===== src/rtl/koto_live_pkg.sv =====
// Shared definitions for the heartbeat link: state encoding and the nominal
// half-period / tolerance used by both the live generator and the monitor.
package koto_live_pkg;

    typedef enum logic [1:0] {
        SEARCH  = 2'd0,
        MEASURE = 2'd1,
        ALIVE   = 2'd2
    } live_state_t;

    localparam int DEF_CNT_W       = 30;
    localparam int DEF_HALF_PERIOD = 2**29;
    localparam int DEF_TOL         = 2**24;
    localparam int DEF_LOCK_N      = 3;
    localparam int DEF_LOSTC_W     = 16;

endpackage


===== src/rtl/live_monitor_if.sv =====
// Heartbeat cable input plus link-status outputs of the monitor.
interface live_monitor_if #(
    parameter int CNT_W   = koto_live_pkg::DEF_CNT_W,
    parameter int LOSTC_W = koto_live_pkg::DEF_LOSTC_W
);
    logic               live_in;
    logic               alive;
    logic               lost_pulse;
    logic               bad_half_pulse;
    logic [CNT_W-1:0]   last_half;
    logic [LOSTC_W-1:0] lost_count;

    modport master (
        output live_in,
        input  alive, lost_pulse, bad_half_pulse, last_half, lost_count
    );

    modport slave (
        input  live_in,
        output alive, lost_pulse, bad_half_pulse, last_half, lost_count
    );
endinterface


===== src/rtl/sync_edge_det.sv =====
// Three-flop synchroniser for an asynchronous cable input; toggle flags a
// change of the synchronised level (both polarities).
module sync_edge_det (
    input  logic clk,
    input  logic rst_n,
    input  logic din,
    output logic toggle
);
    logic s1, s2, s3;

    always_ff @(posedge clk) begin
        if (!rst_n) begin
            s1 <= 1'b0;
            s2 <= 1'b0;
            s3 <= 1'b0;
        end else begin
            s1 <= din;
            s2 <= s1;
            s3 <= s2;
        end
    end

    assign toggle = s2 ^ s3;
endmodule


===== src/rtl/live_monitor.sv =====
// Measures every half-period of the remote heartbeat and qualifies the link
// as alive after LOCK_N consecutive in-tolerance halves.
module live_monitor
    import koto_live_pkg::*;
#(
    parameter int CNT_W       = DEF_CNT_W,
    parameter int HALF_PERIOD = DEF_HALF_PERIOD,
    parameter int TOL         = DEF_TOL,
    parameter int LOCK_N      = DEF_LOCK_N,
    parameter int LOSTC_W     = DEF_LOSTC_W
) (
    input  logic          clk,
    input  logic          rst_n,
    live_monitor_if.slave bus
);
    localparam logic [CNT_W-1:0] N_LO    = CNT_W'(HALF_PERIOD - TOL);
    localparam logic [CNT_W-1:0] N_HI    = CNT_W'(HALF_PERIOD + TOL);
    localparam logic [CNT_W-1:0] N_TMO   = CNT_W'(HALF_PERIOD + TOL + 1);
    localparam int               GC_W    = (LOCK_N < 2) ? 1 : $clog2(LOCK_N);
    localparam logic [GC_W-1:0]  GC_LAST = GC_W'(LOCK_N - 1);

    logic               toggle;
    logic               good;
    logic               timeout;
    live_state_t        state;
    logic [CNT_W-1:0]   half_cnt;
    logic [GC_W-1:0]    good_cnt;
    logic               alive_q;
    logic               lost_q;
    logic               bad_q;
    logic [CNT_W-1:0]   last_half_q;
    logic [LOSTC_W-1:0] lost_count_q;

    sync_edge_det u_sync (
        .clk    (clk),
        .rst_n  (rst_n),
        .din    (bus.live_in),
        .toggle (toggle)
    );

    // half_cnt equals the length of the half just ended when toggle is high;
    // at the timeout value it is already out of window, so edge priority holds.
    assign good    = (half_cnt >= N_LO) && (half_cnt <= N_HI);
    assign timeout = !toggle && (half_cnt == N_TMO);

    always_ff @(posedge clk) begin
        if (!rst_n) begin
            state        <= SEARCH;
            half_cnt     <= '0;
            good_cnt     <= '0;
            alive_q      <= 1'b0;
            lost_q       <= 1'b0;
            bad_q        <= 1'b0;
            last_half_q  <= '0;
            lost_count_q <= '0;
        end else begin
            lost_q <= 1'b0;
            bad_q  <= 1'b0;

            if (toggle)
                half_cnt <= CNT_W'(1);
            else if (half_cnt != '1)
                half_cnt <= half_cnt + 1'b1;

            // The first edge seen in SEARCH only marks a phase reference.
            if (toggle && state != SEARCH)
                last_half_q <= half_cnt;

            case (state)
                SEARCH: begin
                    if (toggle) begin
                        state    <= MEASURE;
                        good_cnt <= '0;
                    end
                end
                MEASURE: begin
                    if (toggle) begin
                        if (good) begin
                            if (good_cnt == GC_LAST) begin
                                state    <= ALIVE;
                                alive_q  <= 1'b1;
                                good_cnt <= '0;
                            end else begin
                                good_cnt <= good_cnt + 1'b1;
                            end
                        end else begin
                            bad_q    <= 1'b1;
                            good_cnt <= '0;
                        end
                    end else if (timeout) begin
                        state <= SEARCH;
                    end
                end
                ALIVE: begin
                    if (toggle && !good) begin
                        bad_q    <= 1'b1;
                        lost_q   <= 1'b1;
                        alive_q  <= 1'b0;
                        state    <= MEASURE;
                        good_cnt <= '0;
                        if (lost_count_q != '1)
                            lost_count_q <= lost_count_q + 1'b1;
                    end else if (timeout) begin
                        lost_q  <= 1'b1;
                        alive_q <= 1'b0;
                        state   <= SEARCH;
                        if (lost_count_q != '1)
                            lost_count_q <= lost_count_q + 1'b1;
                    end
                end
                default: begin
                    state   <= SEARCH;
                    alive_q <= 1'b0;
                end
            endcase
        end
    end

    assign bus.alive          = alive_q;
    assign bus.lost_pulse     = lost_q;
    assign bus.bad_half_pulse = bad_q;
    assign bus.last_half      = last_half_q;
    assign bus.lost_count     = lost_count_q;
endmodule

===== src/flat_wrapper.sv =====
// flat-port wrapper written by rule: the top's interface ports become plain ports
module live_monitor_flat import koto_live_pkg::*;
#(
    parameter int CNT_W       = DEF_CNT_W,
    parameter int HALF_PERIOD = DEF_HALF_PERIOD,
    parameter int TOL         = DEF_TOL,
    parameter int LOCK_N      = DEF_LOCK_N,
    parameter int LOSTC_W     = DEF_LOSTC_W
)
  (clk, rst_n, bus_live_in, bus_alive, bus_lost_pulse, bus_bad_half_pulse, bus_last_half, bus_lost_count);
  live_monitor_if #(.CNT_W(CNT_W), .LOSTC_W(LOSTC_W)) bus_i ();
  input  logic clk;
  input  logic rst_n;
  input wire logic [$bits(bus_i.live_in)-1:0] bus_live_in;
  output wire logic [$bits(bus_i.alive)-1:0] bus_alive;
  output wire logic [$bits(bus_i.lost_pulse)-1:0] bus_lost_pulse;
  output wire logic [$bits(bus_i.bad_half_pulse)-1:0] bus_bad_half_pulse;
  output wire logic [$bits(bus_i.last_half)-1:0] bus_last_half;
  output wire logic [$bits(bus_i.lost_count)-1:0] bus_lost_count;
  assign bus_i.live_in = bus_live_in;
  assign bus_alive = bus_i.alive;
  assign bus_lost_pulse = bus_i.lost_pulse;
  assign bus_bad_half_pulse = bus_i.bad_half_pulse;
  assign bus_last_half = bus_i.last_half;
  assign bus_lost_count = bus_i.lost_count;
  live_monitor #(.CNT_W(CNT_W), .HALF_PERIOD(HALF_PERIOD), .TOL(TOL), .LOCK_N(LOCK_N), .LOSTC_W(LOSTC_W)) u_core (.clk(clk), .rst_n(rst_n), .bus(bus_i));
endmodule

===== config.mk =====
export PLATFORM = sky130hd
export DESIGN_NAME = live_monitor_flat
export DESIGN_NICKNAME = d
export VERILOG_FILES = /design/src/rtl/koto_live_pkg.sv /design/src/rtl/live_monitor_if.sv /design/src/rtl/sync_edge_det.sv /design/src/rtl/live_monitor.sv /design/src/flat_wrapper.sv
export SDC_FILE = /design/constraint.sdc
export NUM_CORES = 1
export LEC_CHECK = 0
export CAP_MARGIN = 20
export CELL_PAD_IN_SITES_DETAIL_PLACEMENT = 0
export CELL_PAD_IN_SITES_GLOBAL_PLACEMENT = 1
export CORE_UTILIZATION = 44
export DETAILED_ROUTE_END_ITERATION = 7
export GPL_TIMING_DRIVEN = 0
export PLACE_DENSITY = 0.95
export REMOVE_ABC_BUFFERS = 1
export SYNTH_ARGS = -nofsm -noshare
export SYNTH_HDL_FRONTEND = slang
export SYNTH_HIERARCHICAL = 1
export SYNTH_SLANG_ARGS = --single-unit

===== constraint.sdc =====
create_clock -name clk -period 3.8 [get_ports clk]
set_input_delay 0.76 -clock clk [delete_from_list [all_inputs] [get_ports clk]]
set_output_delay 0.76 -clock clk [all_outputs]
set_load 0.01 [all_outputs]

# Word-level counts from Yosys, hierarchy flattened
# Index checks and enable logic that the tools add are counted.
dict set report word_totals {
  inputBits 3
  word_cells 81
  out_inout_bits 49
  ff_bits 86
}
dict set report op_classes {
  order_cmp 2
  add_sub_neg 3
  bitwise 3
  n_eq_ne 14
  n_reduce_logical 17
  mux 30
}
# op n
set ops {}
lappend ops {{2-to-1 mux 16 bit} 3}
lappend ops {{adder 30 x 1 -> 30 bit, second input constant} 1}
lappend ops {{== test 30 bit, second input constant} 1}
lappend ops {{>= comparator 30 x 29 -> 1 bit, second input constant} 1}
lappend ops {{<= comparator 30 bit, second input constant} 1}
lappend ops {{!= test 30 bit, second input constant} 1}
lappend ops {{2-to-1 mux 2 bit} 11}
lappend ops {{adder 16 x 1 -> 16 bit, second input constant} 1}
lappend ops {{!= test 16 bit, second input constant} 1}
lappend ops {{2-to-1 mux 1 bit} 12}
lappend ops {{one-hot mux 2 bit (3 select lines)} 2}
lappend ops {{!= test 2 x 1 -> 1 bit, second input constant} 5}
lappend ops {{!= test 3 bit, second input constant} 2}
lappend ops {{nonzero test 2 bit} 3}
lappend ops {{AND reduction 5 bit} 1}
lappend ops {{== test 2 bit, second input constant} 2}
lappend ops {{logical AND 1 bit} 4}
lappend ops {{AND reduction 2 bit} 2}
lappend ops {{AND reduction 4 bit} 1}
lappend ops {{!= test 3 x 1 -> 1 bit, second input constant} 1}
lappend ops {{one-hot mux 1 bit (3 select lines)} 1}
lappend ops {{AND reduction 3 bit} 1}
lappend ops {{nonzero test 3 bit} 1}
lappend ops {{adder 2 x 1 -> 2 bit, second input constant} 1}
lappend ops {{7 further kinds} 9}

# Depth between registers and ports, before layout
# Gate-level depths: netlist (run 1).
dict set report logic_depth {
  word_depth 6
  mapped_depth 10
  depth_no_buf 8
}

# Modules after synthesis
# The synthesis (run 1) kept the hierarchy.
# mod cells_per_inst instances area_each_um2 seq_area_each_um2
set modules_own_cells {}
lappend modules_own_cells {live_monitor 480 1 3920.0 1661.6}
lappend modules_own_cells {sync_edge_det 7 1 88.8 60.1}

# Worst setup path before layout (run 1)
# Ideal clock, no wire load.
dict set report synth_path {
  kind {flip-flop to flip-flop}
  startpoint {reg u_core.u_sync.s2}
  endpoint {reg u_core.lost_count_q[10] (netlist: u_core/bus.lost_count[10])}
  setup_slack_ns 1.699
  arrival_ns 2.030
  synth_period_minus_slack_ns 2.101
  setup_time_ns 0.070
  stages_incl_launch_ff 8
  t_required_ns 3.730
  path_buffers 2
  path_cell_list {dfxtp_1 xor2_1 clkbuf_1 o2111ai_1 a31o_1 buf_6 or4_1 a21oi_1}
}
dict set report synth_via {
  elab_chain_len 5
  word_cells_on_any_way 7
  classes_between {mux (1); bitwise (1); reduce/logical (5)}
}
# element line
set synth_lines {}
lappend synth_lines {{from (decl)} sync_edge_det.sv:9} ;# logic s1, s2, s3;
lappend synth_lines {{from (signal assigned)} sync_edge_det.sv:14} ;# s2 <= 1'b0;
lappend synth_lines {{from (signal assigned)} sync_edge_det.sv:18} ;# s2 <= s1;
lappend synth_lines {{bitwise XOR 1 bit (*)} sync_edge_det.sv:23} ;# assign toggle = s2 ^ s3;
lappend synth_lines {{net u_core.toggle} live_monitor.sv:22} ;# logic toggle;
lappend synth_lines {{logical NOT 1 bit} live_monitor.sv:44} ;# assign timeout = !toggle && (half_cnt == N_TMO);
lappend synth_lines {{logical AND 1 bit} live_monitor.sv:44}
lappend synth_lines {{nonzero test 2 bit (no source line)} --}
lappend synth_lines {{AND reduction 2 bit (no source line)} --}
lappend synth_lines {{to (signal assigned)} live_monitor.sv:102} ;# lost_count_q <= lost_count_q + 1'b1;
lappend synth_lines {{to (signal assigned)} live_monitor.sv:108} ;# lost_count_q <= lost_count_q + 1'b1;
lappend synth_lines {{to (decl)} live_monitor.sv:32} ;# logic [LOSTC_W-1:0] lost_count_q;
# The timed path passes the listed nets; every way through them passes the cells marked *.
# A chain may end at the register's enable or synchronous reset.

# Worst setup path after layout (run 1)
dict set report layout_path {
  startpoint {reg u_core.u_sync.s2}
  endpoint {reg u_core.lost_count_q[13] (netlist: u_core/bus.lost_count[13])}
}
# The elaborated chain is that of the path after synthesis.

==> results.cfg, run 1 <==
[route]
drcViolationCount = 0
via_count = 3606
first_pass_iters = 5
drt_iter0_drc = 144
antenna_left = 0
wl_per_cell_um = 13.70
viasPerCell = 5.679
wl_mm = 8.700

[clock_tree]
worstSkewPairLatency_ps = 370
clock_path_buffers = 2
cts_setup_buffers = 0
cts_made_buffers = 9
tritoncts = built
root_buffer = clkbuf_8
htreeDepth = 3
cts_hold_buf = 0
clk_pin_slew_ps = 90
cts_resized = 0
cts.sinks = 86

[cells_and_area]
final.fill_count = 816
final_cell_mix = nand2_1, dfxtp_1, a21oi_1, clkdlybuf4s50_1, nor2_1
multi_input_comb_area_mm2 = 0.002103
drive_gt1_frac = 0.06262
final_common_cell = nand2_1
finalNetCount = 533
seq_area_mm2 = 0.001722
syn_to_final_growth_pct = 19.48
final_util = 0.5465
n_antenna_cell = 0

[global_route]
grt.busiest_layer = met2
grt_pass1_vias = 3282
met3_usage = 0.02518
antenna_found_initial = 0
gr-usage-met1 = 0.2665
track_usage = 0.1924
grt_pass1_wl_mm = 15.22
grtUsageMet2 = 0.2953
grt_overflow = 0
grt_max_degree = 32

[timing]
max_freq_ghz = 0.3264
drv_slew = 0
finClkSkew_ps = 15.94
period_share = 0.8062
rsz0062_at_grt = no
hold_ws_ps = 437.9
finalHoldViolCount = 0
tightest_slew_ps = 969.4
setup_viol_count_final = 0
slew_headroom = 0.3489
tns_ps = 0
period_minus_slack_ps = 3064

[power_and_ir_drop]
switching_share = 0.2566
ir_worst_vdd_v = 0.0001646
p_sw_uw = 435.2
p_clk_frac = 0.391
comb_power_share = 0.068
pwr-share-seq = 0.541
powerDensity_mw_per_mm2 = 354.1
p_int_uw = 1261
power.static_leakage_uw = 0.001585

[critical_path]
reg2reg_slack_ps = 740
cp-end-kind = flop
crit_type = flop to flop
r2r_cells = 6
arrival_ps = 3370
crit_fanout = 31
setup.worst_path.start_class = flop
cp.required_ps = 4100

[synth]
async_flop_share = 0
netlist_area_mm2 = 0.004009
synth_top_area_frac = 0.4295
synthTopCellsByArea = dfxtp_1, nand2_1, a21oi_1, xnor2_1, nor2_1
synth_top_area_cell = dfxtp_1
synth_enable_flop_cells = 0
yosys_most_used_dff = dfxtp_1
ys_seq_elements = 86
synthCells = 487
synth_area_per_cell_um2 = 8.232
yosys_warnings = 6
synth_cell_types = 52
synth_seq_area_share = 0.4295

[floorplanning]
core_area_mm2 = 0.008763
die_w_um = 97.45
start_util = 0.4575
die_area_mm2 = 0.009497
die_h_um = 97.45
rows = 34
io_pins = 52

[worst_hold_path]
whs_path_depth = 1
hold_class = flop to flop

[place]
dpl.hpwl_mm = 6.008
port_buffers = 51
gp_congestion = 0.8441

[run]
maxCapViolations = 0

[outcome]
run_status = completed
## sequential cells by signal, indices dropped and copies added, names as in the netlist
| register | flops |
|---|---|
| u_core/bus.last_half | 30 |
| u_core/half_cnt | 30 |
| u_core/bus.lost_count | 16 |
| u_core/good_cnt | 2 |
| u_core/state | 2 |
| u_core/bus.alive | 1 |
| u_core/bus.bad_half_pulse | 1 |
| u_core/bus.lost_pulse | 1 |
| u_core/u_sync/s1 | 1 |
| u_core/u_sync/s2 | 1 |
| u_core/u_sync/s3 | 1 |
## per-stage QoR
stage          power (uW)  cells  setup WS [ps]  instance area, um^2
2_1_floorplan        1014    456           1247                 3867
5_1_grt              1768    635          458.7                 4790
6_report             1696    635          736.3                 4790
4_1_cts              1713    634          770.0                 4775
3_3_place_gp         1041    615          155.4                 4513
3_5_place_dp         1052    618          747.1                 4569
## worst max-delay path, stage by stage (launching register included)
cell and delay (ps):
dfxtp_1 340, xor2_1 710, inv_1 260, or2_2 380
a31o_1 520, or4_1 630, a21oi_1 160
## cell usage after synthesis, types with 4 or more instances
cell type	n
dfxtp_1	86
buf_2	8
nor2_1	27
nand2b_1	4
o31ai_1	10
nand2_1	90
or3_1	8
clkbuf_1	21
ha_1	8
xnor2_1	14
o21ai_0	6
a21oi_1	58
a21o_1	4
and2_1	6
and3_1	5
and4_1	4
nor4_1	8
nand4_1	15
nand3_1	17
inv_1	12
nor3_1	12
o41ai_1	5
or4_1	12
## area by class of cell
| class | count | share of cell area |
|---|---|---|
| multi-input combinational | 358 | 0.4391 |
| inverter | 12 | 0.009404 |
| sequential | 86 | 0.3595 |
| clock buffer | 9 | 0.02586 |
| timing repair buffer | 55 | 0.1210 |
| tap | 108 | 0.02821 |
| clock inverter | 7 | 0.01698 |
## power by group through the flow
stage | logic (uW) | clock network (uW) | registers (uW)
after detailed placement | 113 | 0 | 939
after floorplan | 76.1 | 0 | 937
after global placement | 102 | 0 | 939
after global routing | 129 | 719 | 919
final | 115 | 663 | 918
after CTS | 113 | 681 | 918
## layer usage
| layer | share of wire | vias up |
|---|---|---|
| met5 | 0 | - |
| met4 | 0.016 | 0 |
| met3 | 0.038 | 10 |
| met2 | 0.46 | 65 |
| met1 | 0.49 | 1708 |
| li1 | - | 1823 |
## kinds of logic after synthesis
family | Yosys count | share of synthesized area
buffers and inverters | 43 | 0.04650
XOR/XNOR | 15 | 0.03277
AO/OA/AOI/OAI | 108 | 0.1695
adder cells (fa/ha/maj) | 8 | 0.02497
multiplexers | 3 | 0.007491
flip-flops | 86 | 0.4295
AND/OR/NAND/NOR | 224 | 0.2893
## path summary, 6_finish.rpt
path / startpoint / endpoint
setup / recovery: u_core/u_sync/s2 / u_core/bus.lost_count[13]
hold / removal: u_core/u_sync/s1 / u_core/u_sync/s2
setup reg to reg: u_core/u_sync/s2 / u_core/bus.lost_count[13]
hold reg to reg: u_core/u_sync/s1 / u_core/u_sync/s2
Power figures use the tool's default switching activity.
==> inputs of run 2 (changes only) <==
--- a/config.mk
+++ b/config.mk
@@ -8,10 +8,10 @@
 export CAP_MARGIN = 20
 export CELL_PAD_IN_SITES_DETAIL_PLACEMENT = 0
 export CELL_PAD_IN_SITES_GLOBAL_PLACEMENT = 1
-export CORE_UTILIZATION = 44
+export CORE_UTILIZATION = 37
 export DETAILED_ROUTE_END_ITERATION = 7
 export GPL_TIMING_DRIVEN = 0
-export PLACE_DENSITY = 0.95
+export PLACE_DENSITY = 0.86
 export REMOVE_ABC_BUFFERS = 1
 export SYNTH_ARGS = -nofsm -noshare
 export SYNTH_HDL_FRONTEND = slang
==> constraint.sdc (replaced) <==
create_clock -name clk -period 2.47 [get_ports clk]
set_input_delay 0.494 -clock clk [delete_from_list [all_inputs] [get_ports clk]]
set_output_delay 0.494 -clock clk [all_outputs]
set_load 0.01 [all_outputs]
==> run 2 against run 1 <==
Register-to-register slack lost 630 ps; first-iteration DRC count up 2.1%; highest routed layer unchanged; combinational power up 57%; sequential share of layout area fell by 0.71 points; clock skew fell by 0.63 ps; critical endpoint is now u_core/bus.lost_count[10]; global-route usage shrank 1.8 points; final cell count increased by 5.2%; routed wire length increased by 7.6%.
==> results.cfg, run 2 (synthesis results as in run 1) <==
[timing]
finalHoldViolCount = 0
max_freq_ghz = 0.4239
drv_slew = 0
rsz0062_at_grt = no
setup_viol_count_final = 0
slew_headroom = 0.4946
tns_ps = 0
hold_ws_ps = 436.2
period_share = 0.9550
finClkSkew_ps = 15.31
tightest_slew_ps = 756.9
period_minus_slack_ps = 2359

[run]
maxCapViolations = 0

[route]
wl_per_cell_um = 14.01
wl_mm = 9.357
viasPerCell = 5.436
drcViolationCount = 0
via_count = 3631
antenna_left = 0
drt_iter0_drc = 147
first_pass_iters = 4

[cells_and_area]
final.fill_count = 1036
n_antenna_cell = 0
final_util = 0.4694
multi_input_comb_area_mm2 = 0.002165
final_cell_mix = nand2_1, dfxtp_1, a21oi_1, clkdlybuf4s50_1, nor2_1
seq_area_mm2 = 0.001723
drive_gt1_frac = 0.09023
finalInstanceArea_mm2 = 0.004890
final_common_cell = nand2_1
finalNetCount = 538
syn_to_final_growth_pct = 21.97
finalNonFillerCells = 668

[clock_tree]
htreeDepth = 3
cts.sinks = 86
cts_made_buffers = 9
root_buffer = clkbuf_8
clock_path_buffers = 2
tritoncts = built
worstSkewPairLatency_ps = 350
clk_pin_slew_ps = 80

[critical_path]
cp.required_ps = 2740
r2r_cells = 6
path_cells = nor4b_2, nand4_1, or2_4, a31o_4, or4_1, a21oi_1
cp_num_buf_inv = 0
crit_fanout = 31
crit_start = u_core/half_cnt[29]
path_delay_family = simple AND/OR/NAND/NOR gates
slowest_delay_ps = 530
regToRegEndpoint = u_core/bus.lost_count[10]
r2r_start = u_core/half_cnt[29]
setup.worst_path.start_class = flop
cp-end-kind = flop
critPathSlowestCell = or4_1
reg2reg_slack_ps = 110
arrival_ps = 2630
crit_type = flop to flop

[power_and_ir_drop]
power.static_leakage_uw = 0.001614
powerDensity_mw_per_mm2 = 515.1
ir_worst_vdd_v = 0.0003465

[place]
post-place-cells = 645
port_buffers = 51
dpl.hpwl_mm = 6.350
dpl_cell_area_mm2 = 0.004577
gp_congestion = 0.8360

[outcome]
run_status = completed

[global_route]
grt_pass1_vias = 3376
antenna_found_initial = 0
track_usage = 0.1743
grt_max_degree = 49
grt_overflow = 0
grt_pass1_wl_mm = 16.04

[worst_hold_path]
whs_path_depth = 1
hold_path_end = u_core/u_sync/s2
hold_start = u_core/u_sync/s1
hold_class = flop to flop

[floorplanning]
start_util = 0.3849
die_h_um = 106.1
rows = 37
io_pins = 52
die_area_mm2 = 0.01126
core_area_mm2 = 0.01042
die_w_um = 106.1
[run 2: how the worst max path moves through the flow]
stage                                end  slack [ps]  cells after the start
2_1_floorplan   u_core/bus.lost_count[3]         -80                      6
3_3_place_gp         u_core/half_cnt[14]        -970                      6
3_5_place_dp    u_core/bus.lost_count[6]        -570                      6
4_1_cts              u_core/half_cnt[22]          70                      3
5_1_grt         u_core/bus.lost_count[4]           4                      6
6_report       u_core/bus.lost_count[10]         110                      6
[run 2: final cells by class]
cell class	instances	area share
clock buffers	12	0.03173
well taps	136	0.03480
clock inverters	4	0.006141
repair buffers	60	0.1226
flip-flops and latches	86	0.3524
multi-input cells	358	0.4427
inverters	12	0.009724
[run 2: worst reg2reg max path: cells and delay by family, from the launching register on]
family | cells | cell delay [ps]
AOI/OAI and AO/OA | 2 | 480
and+or+nand+nor | 4 | 1320
DFF | 1 | 480
[run 2: metal layers]
layer | vias to the layer above | share of wire | global-route usage
li1 | 1828 | - | -
met1 | 1729 | 0.50 | 0.2363
met2 | 67 | 0.46 | 0.2782
met3 | 7 | 0.033 | 0.03617
met4 | 0 | 0.011 | 0.05159
met5 | - | 0 | 0
[run 2: where the power goes]
| part | internal, uW | leakage (uW) | switching, uW |
|---|---|---|---|
| combinational | 62.3 | 0.000827 | 117 |
| sequential | 1400 | 0.000694 | 15.7 |
| clock | 425 | 0.0000930 | 501 |
[run 2: metrics by stage]
| stage | power, uW | setup WS (ps) |
|---|---|---|
| after floorplan | 1559 | -83.27 |
| after global placement | 1605 | -965.0 |
| after detailed placement | 1616 | -567.7 |
| after CTS | 2547 | 65.70 |
| after global routing | 2648 | 3.688 |
| final | 2519 | 111.1 |
[run 2: what timing repair did]
item | 4_1_cts | 5_1_grt
buffers inserted | 6 | 0
endpoints found under the setup margin | 43 | 20
hold buffers | 0 | 0
resized for setup | 8 | 6
pin swaps | 2 | 1
==> inputs of run 3 (changes only) <==
--- a/config.mk
+++ b/config.mk
@@ -8,12 +8,15 @@
 export CAP_MARGIN = 20
 export CELL_PAD_IN_SITES_DETAIL_PLACEMENT = 0
 export CELL_PAD_IN_SITES_GLOBAL_PLACEMENT = 1
+export CORE_MARGIN = 2
 export CORE_UTILIZATION = 37
 export DETAILED_ROUTE_END_ITERATION = 7
 export GPL_TIMING_DRIVEN = 0
 export PLACE_DENSITY = 0.86
 export REMOVE_ABC_BUFFERS = 1
+export SLEW_MARGIN = 10
 export SYNTH_ARGS = -nofsm -noshare
 export SYNTH_HDL_FRONTEND = slang
 export SYNTH_HIERARCHICAL = 1
 export SYNTH_SLANG_ARGS = --single-unit
+export TNS_END_PERCENT = 10
==> run 3 against run 2 <==
Combinational power about the same; routed wire length increased by 0.85%; power grew 7.9%; worst setup slack better by 13 ps; global-route usage fell by 0.85 points; die area increased by 3.8%.
==> results.cfg, run 3 (synthesis results as in run 1) <==
[place]
dpl_cell_area_mm2 = 0.004582
post-place-cells = 649
gp_congestion = 0.8452
dp_slack_ps = -561.9
dpl.hpwl_mm = 6.264
port_buffers = 51

[route]
wl_mm = 9.437
drt_iter0_drc = 260
wl_per_cell_um = 14.11
antenna_left = 0
viasPerCell = 5.377
via_count = 3597
drcViolationCount = 0
first_pass_iters = 4

[critical_path]
crit_type = flop to flop
arrival_ps = 2640
setup.worst_path.start_class = flop
critPathSlowestCell = or4_1
regToRegEndpoint = u_core/bus.lost_count[8]
cp-end-kind = flop
slowest_delay_ps = 530
crit_start = u_core/half_cnt[6]
r2r_cells = 6
path_cells = nor4_2, nand4_1, or2_4, a31o_4, or4_1, a21oi_1
crit_fanout = 31
reg2reg_slack_ps = 120
r2r_start = u_core/half_cnt[6]
cp.required_ps = 2760

[clock_tree]
cts_made_buffers = 9
worstSkewPairLatency_ps = 370
cts_hold_buf = 0
clk_pin_slew_ps = 90
htreeDepth = 3
clock_path_buffers = 2
tritoncts = built
root_buffer = clkbuf_8
cts.sinks = 86

[run]
maxCapViolations = 0

[floorplanning]
core_area_mm2 = 0.01070
io_pins = 52
die_w_um = 108.1
die_h_um = 108.1
rows = 38
die_area_mm2 = 0.01168
start_util = 0.3747

[cells_and_area]
final_cell_mix = nand2_1, dfxtp_1, a21oi_1, clkdlybuf4s50_1, nor2_1
finalNonFillerCells = 669
seq_area_mm2 = 0.001727
final.fill_count = 1068
multi_input_comb_area_mm2 = 0.002160
syn_to_final_growth_pct = 22.53
finalInstanceArea_mm2 = 0.004912
finalNetCount = 536
drive_gt1_frac = 0.09074
final_common_cell = nand2_1
n_antenna_cell = 0

[power_and_ir_drop]
power_uw = 2717
power.static_leakage_uw = 0.001618
ir_worst_vdd_v = 0.0002915
switching_share = 0.2368
p_sw_uw = 643.4
p_clk_frac = 0.414
p_int_uw = 2074
powerDensity_mw_per_mm2 = 553.1
pwr-share-seq = 0.520
comb_power_share = 0.066

[timing]
setup_slack_ps = 123.9
period_minus_slack_ps = 2346
finalHoldViolCount = 0
tightest_slew_ps = 738.6
tns_ps = 0
setup_viol_count_final = 0
max_freq_ghz = 0.4262
drv_slew = 0
finClkSkew_ps = 9.216
rsz0062_at_grt = no
period_share = 0.9498
slew_headroom = 0.5060

[global_route]
grt_overflow = 0
grt_max_degree = 49
grt_pass1_vias = 3258
track_usage = 0.1658
grt_pass1_wl_mm = 15.55
antenna_found_initial = 0

[worst_hold_path]
hold_class = flop to flop
hold_start = u_core/u_sync/s1
whs_path_depth = 1
hold_path_end = u_core/u_sync/s2

[outcome]
run_status = completed
[run 3: changes by cell type in the layout (fill, tap and decap cells not counted), moves of 2 or more]
cell | previous run | this run
dfxtp_2 | 1 | 4
buf_4 | 6 | 4
nor3_1 | 10 | 12
dfxtp_1 | 85 | 82
nor3_2 | 2 | 0
bufinv_16 | 0 | 2
[run 3: routing by layer]
metal / share of wire / vias up / wire length, um / track usage
li1: - / 1827 / - / -
met1: 0.49 / 1667 / 4628 / 0.2212
met2: 0.45 / 84 / 4227 / 0.2588
met3: 0.044 / 19 / 417 / 0.03677
met4: 0.017 / 0 / 163 / 0.06960
met5: 0 / - / 0 / 0
[run 3: layout make-up]
class	instances	share of cell area
clock inverters	4	0.01426
multi-input cells	358	0.4396
clock buffers	11	0.03082
flip-flops and latches	86	0.3515
repair buffers	58	0.1184
inverters	12	0.009679
well taps	140	0.03566
[run 3: critical path: cells and delay by family (launching register included)]
kind             cells  cell delay [ps]
AO/OA/AOI/OAI        2              480
flip-flops           1              360
AND/OR/NAND/NOR      4             1410
[run 3: how the worst max path moves through the flow]
| stage | end | depth (start not counted) |
|---|---|---|
| 6_report | u_core/bus.lost_count[8] | 6 |
| 5_1_grt | u_core/half_cnt[27] | 6 |
| 4_1_cts | u_core/half_cnt[22] | 3 |
| 3_5_place_dp | u_core/bus.lost_count[13] | 6 |
| 3_3_place_gp | u_core/half_cnt[14] | 6 |
| 2_1_floorplan | u_core/bus.lost_count[3] | 6 |
[run 3: stage by stage]
step	hold WS [ps]	util
floorplan	405.7	-
finish	437.6	0.4592
global route	472.2	0.4592
CTS	441.8	0.4560
global placement	416.2	0.4256
detailed placement	420.0	0.4283
[run 3: power groups by stage]
| stage | sequential [uW] | combinational, uW | clock, uW |
|---|---|---|---|
| after CTS | 1410 | 176 | 1150 |
| after global placement | 1440 | 159 | 0 |
| after global routing | 1420 | 199 | 1200 |
| after floorplan | 1440 | 117 | 0 |
| final | 1410 | 179 | 1120 |
| after detailed placement | 1450 | 171 | 0 |
[run 3: repair_timing]
action,in CTS,in global routing
setup buffers,4,0
setup endpoints to repair,43,16
pin swaps,1,0
gates resized for setup,8,8
